## config.mk

```make
export PLATFORM = sky130hd
export DESIGN_NAME = seq_step_ctrl
export DESIGN_NICKNAME = d
export VERILOG_FILES = /design/src/rtl/seq_step_ctrl.sv
export SDC_FILE = /design/constraint.sdc
export NUM_CORES = 1
export LEC_CHECK = 0
export ABC_AREA = 1
export BUFFER_PORTS_ARGS = -buffer_cell sky130_fd_sc_hd__buf_2
export CORE_UTILIZATION = 40
export DETAILED_ROUTE_END_ITERATION = 8
export PLACE_DENSITY_LB_ADDON = 0.08
export SYNTH_ARGS = -nofsm -noshare
export SYNTH_HDL_FRONTEND = slang
export SYNTH_SLANG_ARGS = --single-unit
```

## constraint.sdc

```tcl
create_clock -name sys_clk_in -period 1.8 [get_ports sys_clk_in]
set_input_delay 0.18 -clock sys_clk_in [delete_from_list [all_inputs] [get_ports sys_clk_in]]
set_output_delay 0.18 -clock sys_clk_in [all_outputs]
set_load 0.03 [all_outputs]
```

## src/rtl/seq_step_ctrl.sv

```systemverilog
// rtl/seq_step_ctrl.sv - debounced step/clear controller for the 3-bit mod-8 state counter
//
// Purpose:
//   Conditions the raw S1 step button and the clear button (2-FF synchronizer
//   plus debouncer each), turns a press/release of S1 into one single-cycle
//   step strobe, and keeps the mod-8 counter state, its carry and a carry
//   count as registered outputs for the LED bus.
//
// Optional feature (macro STEP_AUTO_EN):
//   When defined, a synchronized sw_auto=1 runs a prescaler that issues a
//   step every AUTO_DIV clocks and holds the manual path idle. When not
//   defined, sw_auto is accepted but unused.
//
// Ports:
//   sys_clk_in  in   1  system clock
//   sys_rst_n   in   1  asynchronous active-low reset
//   btn_step    in   1  raw step button, active-high, asynchronous
//   btn_clr     in   1  raw clear button, active-high, asynchronous
//   sw_auto     in   1  raw auto-run switch, active-high
//   step_o      out  1  one-cycle step strobe
//   state_o     out  3  counter state {y3,y2,y1}
//   carry_o     out  1  carry (z) of the most recent step
//   carry_cnt   out  8  carries since reset/clear, mod 256

module seq_step_ctrl #(
   parameter int DB_CYCLES = 2000000,
   parameter int AUTO_DIV  = 50000000
) (
   input  logic       sys_clk_in,
   input  logic       sys_rst_n,
   input  logic       btn_step,
   input  logic       btn_clr,
   input  logic       sw_auto,
   output logic       step_o,
   output logic [2:0] state_o,
   output logic       carry_o,
   output logic [7:0] carry_cnt
);

   localparam int DB_W = (DB_CYCLES > 1) ? $clog2(DB_CYCLES) : 1;
   localparam logic [DB_W-1:0] DB_MAX = DB_W'(DB_CYCLES - 1);

   typedef enum logic [1:0] {
      S_IDLE    = 2'd0,
      S_PRESSED = 2'd1,
      S_STEP    = 2'd2
   } fsm_t;

   // ---------------------------------------------------------------
   // Synchronizers
   // ---------------------------------------------------------------
   logic [1:0] step_sync_q;
   logic [1:0] clr_sync_q;

   // ---------------------------------------------------------------
   // Debouncers
   // ---------------------------------------------------------------
   logic            step_stable_q, step_stable_d;
   logic [DB_W-1:0] step_cnt_q, step_cnt_d;
   logic            clr_stable_q, clr_stable_d;
   logic [DB_W-1:0] clr_cnt_q, clr_cnt_d;
   logic            clr_prev_q;
   logic            clr_pulse;

   // ---------------------------------------------------------------
   // Step FSM and counter state
   // ---------------------------------------------------------------
   fsm_t       fsm_q, fsm_d;
   logic       step_q, step_d;
   logic [2:0] ctr_q, ctr_d;
   logic       carry_q, carry_d;
   logic [7:0] ccnt_q, ccnt_d;

`ifdef STEP_AUTO_EN
   localparam int AUTO_W = (AUTO_DIV > 1) ? $clog2(AUTO_DIV) : 1;
   localparam logic [AUTO_W-1:0] AUTO_MAX = AUTO_W'(AUTO_DIV - 1);

   logic [1:0]        auto_sync_q;
   logic              auto_act;
   logic [AUTO_W-1:0] presc_q, presc_d;

   assign auto_act = auto_sync_q[1];
`else
   // sw_auto is kept on the port list so the top level is the same in both builds.
   logic unused_sw_auto;
   assign unused_sw_auto = sw_auto;
`endif

   // A stable value only moves after the synced input has disagreed with it
   // for DB_CYCLES consecutive clocks; any agreement restarts the count.
   always_comb begin
      step_stable_d = step_stable_q;
      step_cnt_d    = '0;
      if (step_sync_q[1] != step_stable_q) begin
         if (step_cnt_q == DB_MAX) begin
            step_stable_d = step_sync_q[1];
         end else begin
            step_cnt_d = step_cnt_q + 1'b1;
         end
      end
   end

   always_comb begin
      clr_stable_d = clr_stable_q;
      clr_cnt_d    = '0;
      if (clr_sync_q[1] != clr_stable_q) begin
         if (clr_cnt_q == DB_MAX) begin
            clr_stable_d = clr_sync_q[1];
         end else begin
            clr_cnt_d = clr_cnt_q + 1'b1;
         end
      end
   end

   // One-cycle clear on the rising edge of the debounced clear button.
   assign clr_pulse = clr_stable_q & ~clr_prev_q;

   // Step FSM: a step is issued on release, not on press, so a held button
   // produces nothing until it is let go.
   always_comb begin
      fsm_d  = fsm_q;
      step_d = 1'b0;
      if (clr_pulse) begin
         fsm_d = S_IDLE;
`ifdef STEP_AUTO_EN
      end else if (auto_act) begin
         fsm_d  = S_IDLE;
         step_d = (presc_q == AUTO_MAX);
`endif
      end else begin
         case (fsm_q)
            S_IDLE: begin
               if (step_stable_q) begin
                  fsm_d = S_PRESSED;
               end
            end
            S_PRESSED: begin
               if (!step_stable_q) begin
                  fsm_d = S_STEP;
               end
            end
            S_STEP: begin
               fsm_d  = S_IDLE;
               step_d = 1'b1;
            end
            default: begin
               fsm_d = S_IDLE;
            end
         endcase
      end
   end

`ifdef STEP_AUTO_EN
   always_comb begin
      presc_d = '0;
      if (!clr_pulse && auto_act && (presc_q != AUTO_MAX)) begin
         presc_d = presc_q + 1'b1;
      end
   end
`endif

   // A clear landing on the same cycle as a registered step masks the strobe
   // so the outside world never sees a step that did not take effect.
   assign step_o = step_q & ~clr_pulse;

   always_comb begin
      ctr_d   = ctr_q;
      carry_d = carry_q;
      ccnt_d  = ccnt_q;
      if (clr_pulse) begin
         ctr_d   = 3'd0;
         carry_d = 1'b0;
         ccnt_d  = 8'd0;
      end else if (step_o) begin
         ctr_d   = ctr_q + 3'd1;
         carry_d = (ctr_q == 3'd7);
         if (ctr_q == 3'd7) begin
            ccnt_d = ccnt_q + 8'd1;
         end
      end
   end

   always_ff @(posedge sys_clk_in or negedge sys_rst_n) begin
      if (!sys_rst_n) begin
         step_sync_q   <= 2'b00;
         clr_sync_q    <= 2'b00;
         step_stable_q <= 1'b0;
         step_cnt_q    <= '0;
         clr_stable_q  <= 1'b0;
         clr_cnt_q     <= '0;
         clr_prev_q    <= 1'b0;
         fsm_q         <= S_IDLE;
         step_q        <= 1'b0;
         ctr_q         <= 3'd0;
         carry_q       <= 1'b0;
         ccnt_q        <= 8'd0;
`ifdef STEP_AUTO_EN
         auto_sync_q   <= 2'b00;
         presc_q       <= '0;
`endif
      end else begin
         step_sync_q   <= {step_sync_q[0], btn_step};
         clr_sync_q    <= {clr_sync_q[0], btn_clr};
         step_stable_q <= step_stable_d;
         step_cnt_q    <= step_cnt_d;
         clr_stable_q  <= clr_stable_d;
         clr_cnt_q     <= clr_cnt_d;
         clr_prev_q    <= clr_stable_q;
         fsm_q         <= fsm_d;
         step_q        <= step_d;
         ctr_q         <= ctr_d;
         carry_q       <= carry_d;
         ccnt_q        <= ccnt_d;
`ifdef STEP_AUTO_EN
         auto_sync_q   <= {auto_sync_q[0], sw_auto};
         presc_q       <= presc_d;
`endif
      end
   end

   assign state_o   = ctr_q;
   assign carry_o   = carry_q;
   assign carry_cnt = ccnt_q;

endmodule

```

==> results of run 1 <==
==> Yosys cell counts, drive strengths merged <==
library cell / instances
nand3: 40
o21a: 1
nor2: 101
ha: 5
a21oi: 12
o21ai: 12
xor2: 16
nand2: 77
nor3b: 5
dfrtp: 64
nor4: 1
buf: 1
inv: 47
nand4: 9
nor3: 3
xnor2: 7
nand3b: 2
==> routing by layer <==
metal / wire length [um] / track usage / share of wire
met1: 3320 / 0.227 / 0.52
met2: 2850 / 0.270 / 0.45
met3: 179 / 0.0493 / 0.028
met4: 46 / 0.0430 / 0.0072
met5: 0 / 0 / 0
==> worst reg2reg max path, stage by stage (launching register included) <==
cell and delay, ps:
dfrtp_1 370, ha_1 190, nand4_1 130, nor2_1 170
nand3_1 290, nand2_2 240, nor2_1 70
==> cell families (layout without fill, tap and decap cells) <==
logic type,count (synthesis),after routing,synth area share
simple gates,238,238,0.330
compound gates,25,25,0.0390
fa+ha+maj,5,5,0.0191
xor+xnor,23,23,0.0662
flops,64,64,0.490
buf+inv,48,85,0.0555
==> worst max-delay path by stage <==
stage | start | end | slack, ps | cells after the start
floorplan | state_o[0] | carry_cnt[4] | 260 | 7
global placement | step_cnt_q[0] | step_cnt_q[10] | 230 | 6
detailed placement | clr_cnt_q[0] | clr_cnt_q[10] | 220 | 6
CTS | clr_stable_q | step_o | 150 | 4
global route | clr_stable_q | step_o | 50 | 4
finish | clr_stable_q | step_o | 180 | 4
==> timing repair <==
item	CTS	global route
buffers inserted	0	0
endpoints found under the hold margin	66	0
hold buffers	3	0
endpoints found under the setup margin	0	0
==> through the flow <==
| stage | cell area (sq um) | setup slack, ps | hold slack (ps) | util |
|---|---|---|---|---|
| floorplan | 3270 | 259 | -116 | - |
| global placement | 3510 | 235 | 223 | 0.450 |
| detailed placement | 3510 | 224 | 224 | 0.450 |
| CTS | 3710 | 154 | 358 | 0.475 |
| global route | 3710 | 51.2 | 372 | 0.475 |
| finish | 3710 | 184 | 352 | 0.475 |
==> registers in the layout, summed over array words and instances, names as in the netlist <==
name and cells:
clr_prev_q 1, clr_cnt_q 21, state_o 3, clr_stable_q 1, fsm_q 2, step_q 1
carry_o 1, step_stable_q 1, clr_sync_q 2, carry_cnt 8, step_sync_q 2, step_cnt_q 21
==> power by group <==
part	internal, W	switching (W)	leakage (nW)
Clock	0.000571	0.000507	0.0838
Combinational	0.0000293	0.0000578	0.731
Sequential	0.00145	0.0000105	0.880
==> final cells by class <==
class	count	area (sq um)
Clock buffer	15	166
Fill cell	750	4100
Inverter	47	176
Multi-Input combinational cell	291	1490
Sequential cell	64	1600
Tap cell	102	128
Timing Repair Buffer	23	153
==> metrics.txt, run 1 <==
Worst Skew 4.65 ps; aggregate negative setup slack 0 ps; outcome complete, no violations; final slew viol count 0; nature of the critical path startpoint flip-flop; Critical Path Max Stage Delay 410 ps; I/O Buffers 16; most frequent cells in the layout nor2_1 (92), nand2_1 (68), dfrtp_1 (64); clock tree sinks 64; slowest cell on the critical path dfrtp_1; Core Box Area 7810 sq um; mean post-synth cell area 8.11 sq um; worst path bufs/invs 2; fin cells 542; Synth top area share 0.490; Vias 2512; 1st-iter DRT viols 82; CP cell instances inv_1 -> nor2_4 -> nor2_1 -> buf_2; largest net degree at the start of global routing 65; TritonCTS clock tree done; CP arrival 1440 ps; Syn Inst Count 403; FF-to-FF setup slack 230 ps; top cell type by total area after synthesis dfrtp_1; reg-to-reg endpoint step_cnt_q[10]; Worst Reg2Reg Path Length in Cells 6; worst r2r src step_cnt_q[0]; drt total wl 6.40 mm; synthesis-stage register bit count 64; CTS resizes 0; Final GP Congestion 0.818; router iterations before antenna repair 4; Avg WL per Cell 11.8 um; Final ANT Viol Nets 0; Least-Margin Pin Slew 338 ps; Crit Path Class flip-flop to output pin; post-synthesis cell type count 23; Final Critical Period 1620 ps; commonest non-fill, non-tap cell in the layout nor2_1; Inst Count DP 524; unrepaired setup endpoints after global routing false; final-stage net count 446; die area 8540 sq um; HP Class flip-flop to flip-flop; Pwr Total 0.00263 W; Final setup viols 0; clock buffer depth 2; number of global-route vias before repair 2499; sequential cell area fraction in the yosys report 0.490; yosys warns 0; Hold Fails Final Rpt 0; later-pin clock latency in the skew report 330 ps; Power Density 709 nW/um^2; Hold Path Origin clr_sync_q[0]; I/O pins 18; period utilization 0.898; Die X 92.4 um; syn_nets 413; mapped cell area 3270 sq um; Area Overhead vs Synth 13.5%; root buf cell clkbuf_8; total gr overflow 0; maximum vdd drop 359 uV; element type at the critical path end output pin; DRC 0; Total Routing Usage GR 0.170; first-pass GRT wire length 11.5 mm; CTS Buf Count 9; Initial Utilization 0.419; DPL Wire Length 4.52 mm; crit-path max FO 6; FP Rows 32; Peak Freq 619 MHz; CP required 1620 ps; # diodes 0; share of layout cells above drive strength 1 0.118; number of max-cap violations 0; H-tree levels 3; Leakage 1.70 nW; hold path depth 0; die height 92.4 um; Slew headroom 0.774; vias per std cell 4.63; Top delay family on crit path flip-flops; Area contributors post-synth dfrtp_1 (49%), nor2_1 (11%), nand2_1 (7.8%); CTS clk-pin slew, worst paths 60 ps; initial antenna violation count 0; sink of the worst hold path clr_sync_q[1]
Power figures use the tool's default switching activity.
==> inputs of run 2 (changes only) <==
Clock period 1.8 ns to 1.7 ns, I/O delays scaled along.
==> run 2 against run 1 <==
Non-clock buffer count rose by 1. Final area rose by 0.78%. Hold slack improved by 5.6 ps. Total power rose by 6.6%. First-iteration DRC count rose by 40%. Flip-flop and latch count did not move. Register-to-register slack got worse by 50 ps. Critical endpoint unchanged. Largest power group unchanged.
==> metrics.txt, run 2 (synthesis results as in run 1) <==
outcome complete, no violations; Hold Fails Final Rpt 0; Leakage 1.70 nW; unrepaired setup endpoints after global routing false; met2 wire len 2.97 mm; Critical Path Max Stage Delay 420 ps; die height 92.4 um; number of global-route vias before repair 2562; period utilization 0.904; hold path depth 0; Met3 Routed Length 250 um; multi-input logic area 1500 sq um; later-pin clock latency in the skew report 330 ps; CTS clk-pin slew, worst paths 70 ps; Top delay family on crit path flip-flops; filler cell count in the final layout 799; die area 8540 sq um; number of max-cap violations 0; Crit Path Class flip-flop to output pin; worst path bufs/invs 2; Initial Utilization 0.419; Placed Area 3520 sq um; slowest cell on the critical path dfrtp_1; Finished Cell Area 3740 sq um; CP cell instances inv_1 -> nor2_4 -> nor2_2 -> buf_2; TritonCTS clock tree done; # diodes 0; I/O Buffers 16; root buf cell clkbuf_8; CTS Buf Count 9; most frequent cells in the layout nor2_1 (90), nand2_1 (68), dfrtp_1 (64); commonest non-fill, non-tap cell in the layout nor2_1; crit-path max FO 6; Worst Skew 5.98 ps; H-tree levels 3; router iterations before antenna repair 4; total gr overflow 0; I/O pins 18; initial antenna violation count 0; Slew headroom 0.775; final-stage net count 447; Avg WL per Cell 12.1 um; CP arrival 1370 ps; nature of the critical path startpoint flip-flop; WL met1 3.26 mm; drt total wl 6.55 mm; 1st-iter DRT viols 115; worst r2r src step_cnt_q[0]; final slew viol count 0; element type at the critical path end output pin; vias per std cell 4.75; DRC 0; largest net degree at the start of global routing 65; Area Overhead vs Synth 14.4%; Final GP Congestion 0.851; Hold Path Origin step_sync_q[0]; Worst Reg2Reg Path Length in Cells 8; Total Routing Usage GR 0.176; DPL Wire Length 4.68 mm; sequential cell area 1600 sq um; FF-to-FF setup slack 180 ps; Least-Margin Pin Slew 338 ps; reg-to-reg endpoint step_cnt_q[18]; Final setup viols 0; Vias 2578; Final ANT Viol Nets 0; HP Class flip-flop to flip-flop; clock buffer depth 2; clock tree sinks 64; Final Critical Period 1540 ps; maximum vdd drop 372 uV; Core Box Area 7810 sq um; first-pass GRT wire length 11.7 mm; aggregate negative setup slack 0 ps; top layer in use met4; Power Density 750 nW/um^2; FP Rows 32; share of layout cells above drive strength 1 0.136; Die X 92.4 um; Peak Freq 651 MHz; sink of the worst hold path step_sync_q[1]; CP required 1530 ps
[run 2: layout make-up]
| cell class | count | area share |
|---|---|---|
| Clock inverter | 3 | 0.00469 |
| Multi-Input combinational cell | 291 | 0.401 |
| Clock buffer | 12 | 0.0415 |
| Sequential cell | 64 | 0.428 |
| Inverter | 47 | 0.0472 |
| Timing Repair Buffer | 24 | 0.0428 |
| Tap cell | 102 | 0.0341 |
[run 2: per-stage QoR]
stage | total power [W] | setup slack (ps) | utilization | cells | hold WS [ps]
after floorplan | 0.00161 | 159 | - | 403 | -126
after global placement | 0.00167 | 154 | 0.451 | 525 | 214
after detailed placement | 0.00167 | 120 | 0.451 | 525 | 216
after CTS | 0.00286 | 35.1 | 0.477 | 543 | 366
after global routing | 0.00293 | 21.1 | 0.479 | 543 | 371
final | 0.00280 | 163 | 0.479 | 543 | 358
[run 2: power breakdown]
part	total, W	internal [W]	switching (W)
registers	0.00155	0.00154	0.0000115
logic	0.0000920	0.0000311	0.0000609
clock network	0.00116	0.000596	0.000564
[run 2: how the worst max path moves through the flow]
stage / startpoint / endpoint / slack [ps] / cells past startpoint
6_report: clr_stable_q / step_o / 160 / 4
5_1_grt: step_cnt_q[0] / step_cnt_q[18] / 20 / 8
4_1_cts: clr_stable_q / step_o / 40 / 4
3_5_place_dp: clr_cnt_q[0] / clr_cnt_q[10] / 120 / 6
3_3_place_gp: clr_cnt_q[0] / clr_cnt_q[10] / 150 / 6
2_1_floorplan: state_o[0] / carry_cnt[4] / 160 / 7
[run 2: layer usage]
| metal | GRT usage | vias up |
|---|---|---|
| met1 | 0.231 | 1184 |
| li1 | - | 1342 |
| met4 | 0.0456 | 0 |
| met5 | 0 | - |
| met2 | 0.276 | 43 |
| met3 | 0.0608 | 9 |
[run 2: timing repair]
item,4_1_cts,5_1_grt
hold buffers,3,0
gates resized for setup,0,4
setup buffers,0,0
setup endpoints to repair,0,9
endpoints found under the hold margin,66,0
[run 2: worst register-to-register path, delay by kind of cell, from the launching register on]
kind | cells | cell delay [ps]
fa+ha+maj | 1 | 200
flops | 1 | 370
simple gates | 7 | 850
==> inputs of run 3 (changes only) <==
Settings changed: BUFFER_PORTS_ARGS -buffer_cell sky130_fd_sc_hd__buf_2 to -buffer_cell sky130_fd_sc_hd__buf_4.
==> run 3 against run 2 <==
Final area grew 1.4%. Core utilization grew 0.69 points. Die area is the same. Sequential share of layout area shrank 0.61 points. Total power grew 6.0%. Maximum frequency grew 0.68%. Worst setup slack gained 10 ps. Global-route usage shrank 0.58 points. Critical endpoint is now clr_cnt_q[7].
==> metrics.txt, run 3 (synthesis results as in run 1) <==
outcome complete, no violations; Avg WL per Cell 11.9 um; drt total wl 6.50 mm; Worst Skew 10.2 ps; crit-path max FO 7; Vias 2551; commonest non-fill, non-tap cell in the layout nor2_1; most repeated library cell on the critical path nor2_1; Inst Count DP 525; slowest cell on the critical path dfrtp_1; H-tree levels 3; worst path bufs/invs 0; die height 92.4 um; Die X 92.4 um; Final Critical Period 1530 ps; router iterations before antenna repair 4; 1st-iter DRT viols 79; initial antenna violation count 0; # diodes 0; CP cell instances ha_1 -> nand4_1 -> nor2_1 -> nand3_1 -> nand2_2 -> nor2_1; root buf cell clkbuf_8; clock tree sinks 64; Least-Margin Pin Slew 429 ps; most frequent cells in the layout nor2_1 (91), nand2_1 (68), dfrtp_1 (64); unrepaired setup endpoints after global routing false; final-stage net count 447; period utilization 0.898; Critical Path Max Stage Delay 370 ps; Final GP Congestion 0.836; Hold Worst Slack 305 ps; Levels on crit path 6; CP arrival 1750 ps; share of layout cells above drive strength 1 0.129; TritonCTS clock tree done; later-pin clock latency in the skew report 340 ps; Peak Freq 655 MHz; Area Overhead vs Synth 16.0%; I/O pins 18; HP Class primary input to async pin; Hold Fails Final Rpt 0; CTS Buf Count 9; nature of the critical path startpoint flip-flop; total gr overflow 0; Final Util 0.486; Final setup viols 0; filler cell count in the final layout 768; first-pass GRT wire length 11.3 mm; clock buffer depth 2; number of global-route vias before repair 2466; largest net degree at the start of global routing 34; Worst Reg2Reg Path Length in Cells 6; Core Box Area 7810 sq um; Leakage 1.72 nW; Slew headroom 0.714; final slew viol count 0; Total Routing Usage GR 0.170; die area 8540 sq um; CTS clk-pin slew, worst paths 70 ps; Final ANT Viol Nets 0; vias per std cell 4.69; I/O Buffers 16; element type at the critical path end flip-flop; FP Rows 32; DPL Wire Length 4.69 mm; Crit Path Class flip-flop to flip-flop; maximum vdd drop 540 uV; fin cells 544; worst slack at placement 143 ps; Power Density 783 nW/um^2; number of max-cap violations 0; CP required 1920 ps; Setup WS post-layout 173 ps; Initial Utilization 0.419; DRC 0; aggregate negative setup slack 0 ps; Top delay family on crit path simple AND/OR/NAND/NOR gates
==> run 3: changes by cell type in the layout (fill, tap and decap cells not counted) <==
cell and delta:
buf_2 -16, buf_4 +16, nand3_1 +2, nand3_2 -2
bufinv_16 +1, clkbuf_1 +1, clkinvlp_4 -1, nor2_1 +1
nor2_2 -1
==> run 3: stage by stage <==
step	area [sq um]	total power, W
4_1_cts	3790	0.00302
2_1_floorplan	3270	0.00161
5_1_grt	3790	0.00308
6_report	3790	0.00297
3_3_place_gp	3560	0.00167
3_5_place_dp	3560	0.00167
==> run 3: layout make-up <==
| cell class | instances | area (sq um) | area share |
|---|---|---|---|
| Clock inverter | 3 | 40.0 | 0.0106 |
| Inverter | 47 | 176 | 0.0465 |
| Tap cell | 102 | 128 | 0.0337 |
| Timing Repair Buffer | 24 | 200 | 0.0528 |
| Clock buffer | 13 | 159 | 0.0419 |
| Multi-Input combinational cell | 291 | 1490 | 0.392 |
| Sequential cell | 64 | 1600 | 0.422 |
==> run 3: per-layer routing <==
| layer | vias up | wire (um) | global-route usage |
|---|---|---|---|
| met1 | 1170 | 3340 | 0.224 |
| met2 | 24 | 2870 | 0.264 |
| met4 | 0 | 97 | 0.0664 |
| li1 | 1349 | - | - |
| met5 | - | 0 | 0 |
| met3 | 8 | 193 | 0.0468 |
==> run 3: path summary, 6_finish.rpt <==
check | end | slack [ps] | start
setup / recovery | clr_cnt_q[7] | 170 | clr_cnt_q[0]
hold / removal | carry_cnt[7] | 310 | sys_rst_n
setup reg to reg | clr_cnt_q[7] | 170 | clr_cnt_q[0]
hold reg to reg | clr_sync_q[1] | 360 | clr_sync_q[0]
max in group asynchronous | fsm_q[0] | 880 | sys_rst_n
min in group sys_clk_in | clr_sync_q[1] | 360 | clr_sync_q[0]
==> run 3: where the power goes <==
part / switching [W] / internal [W]
clock: 0.000571 / 0.000754
sequential: 0.0000125 / 0.00154
combinational: 0.0000614 / 0.0000327
total: 0.000645 / 0.00233
==> run 3: repair_timing <==
action                     4_1_cts  5_1_grt
resized for setup                0        1
buffers inserted                 0        0
setup endpoints to repair        0        1
hold endpoints to repair        33        0
hold buffers                     3        0
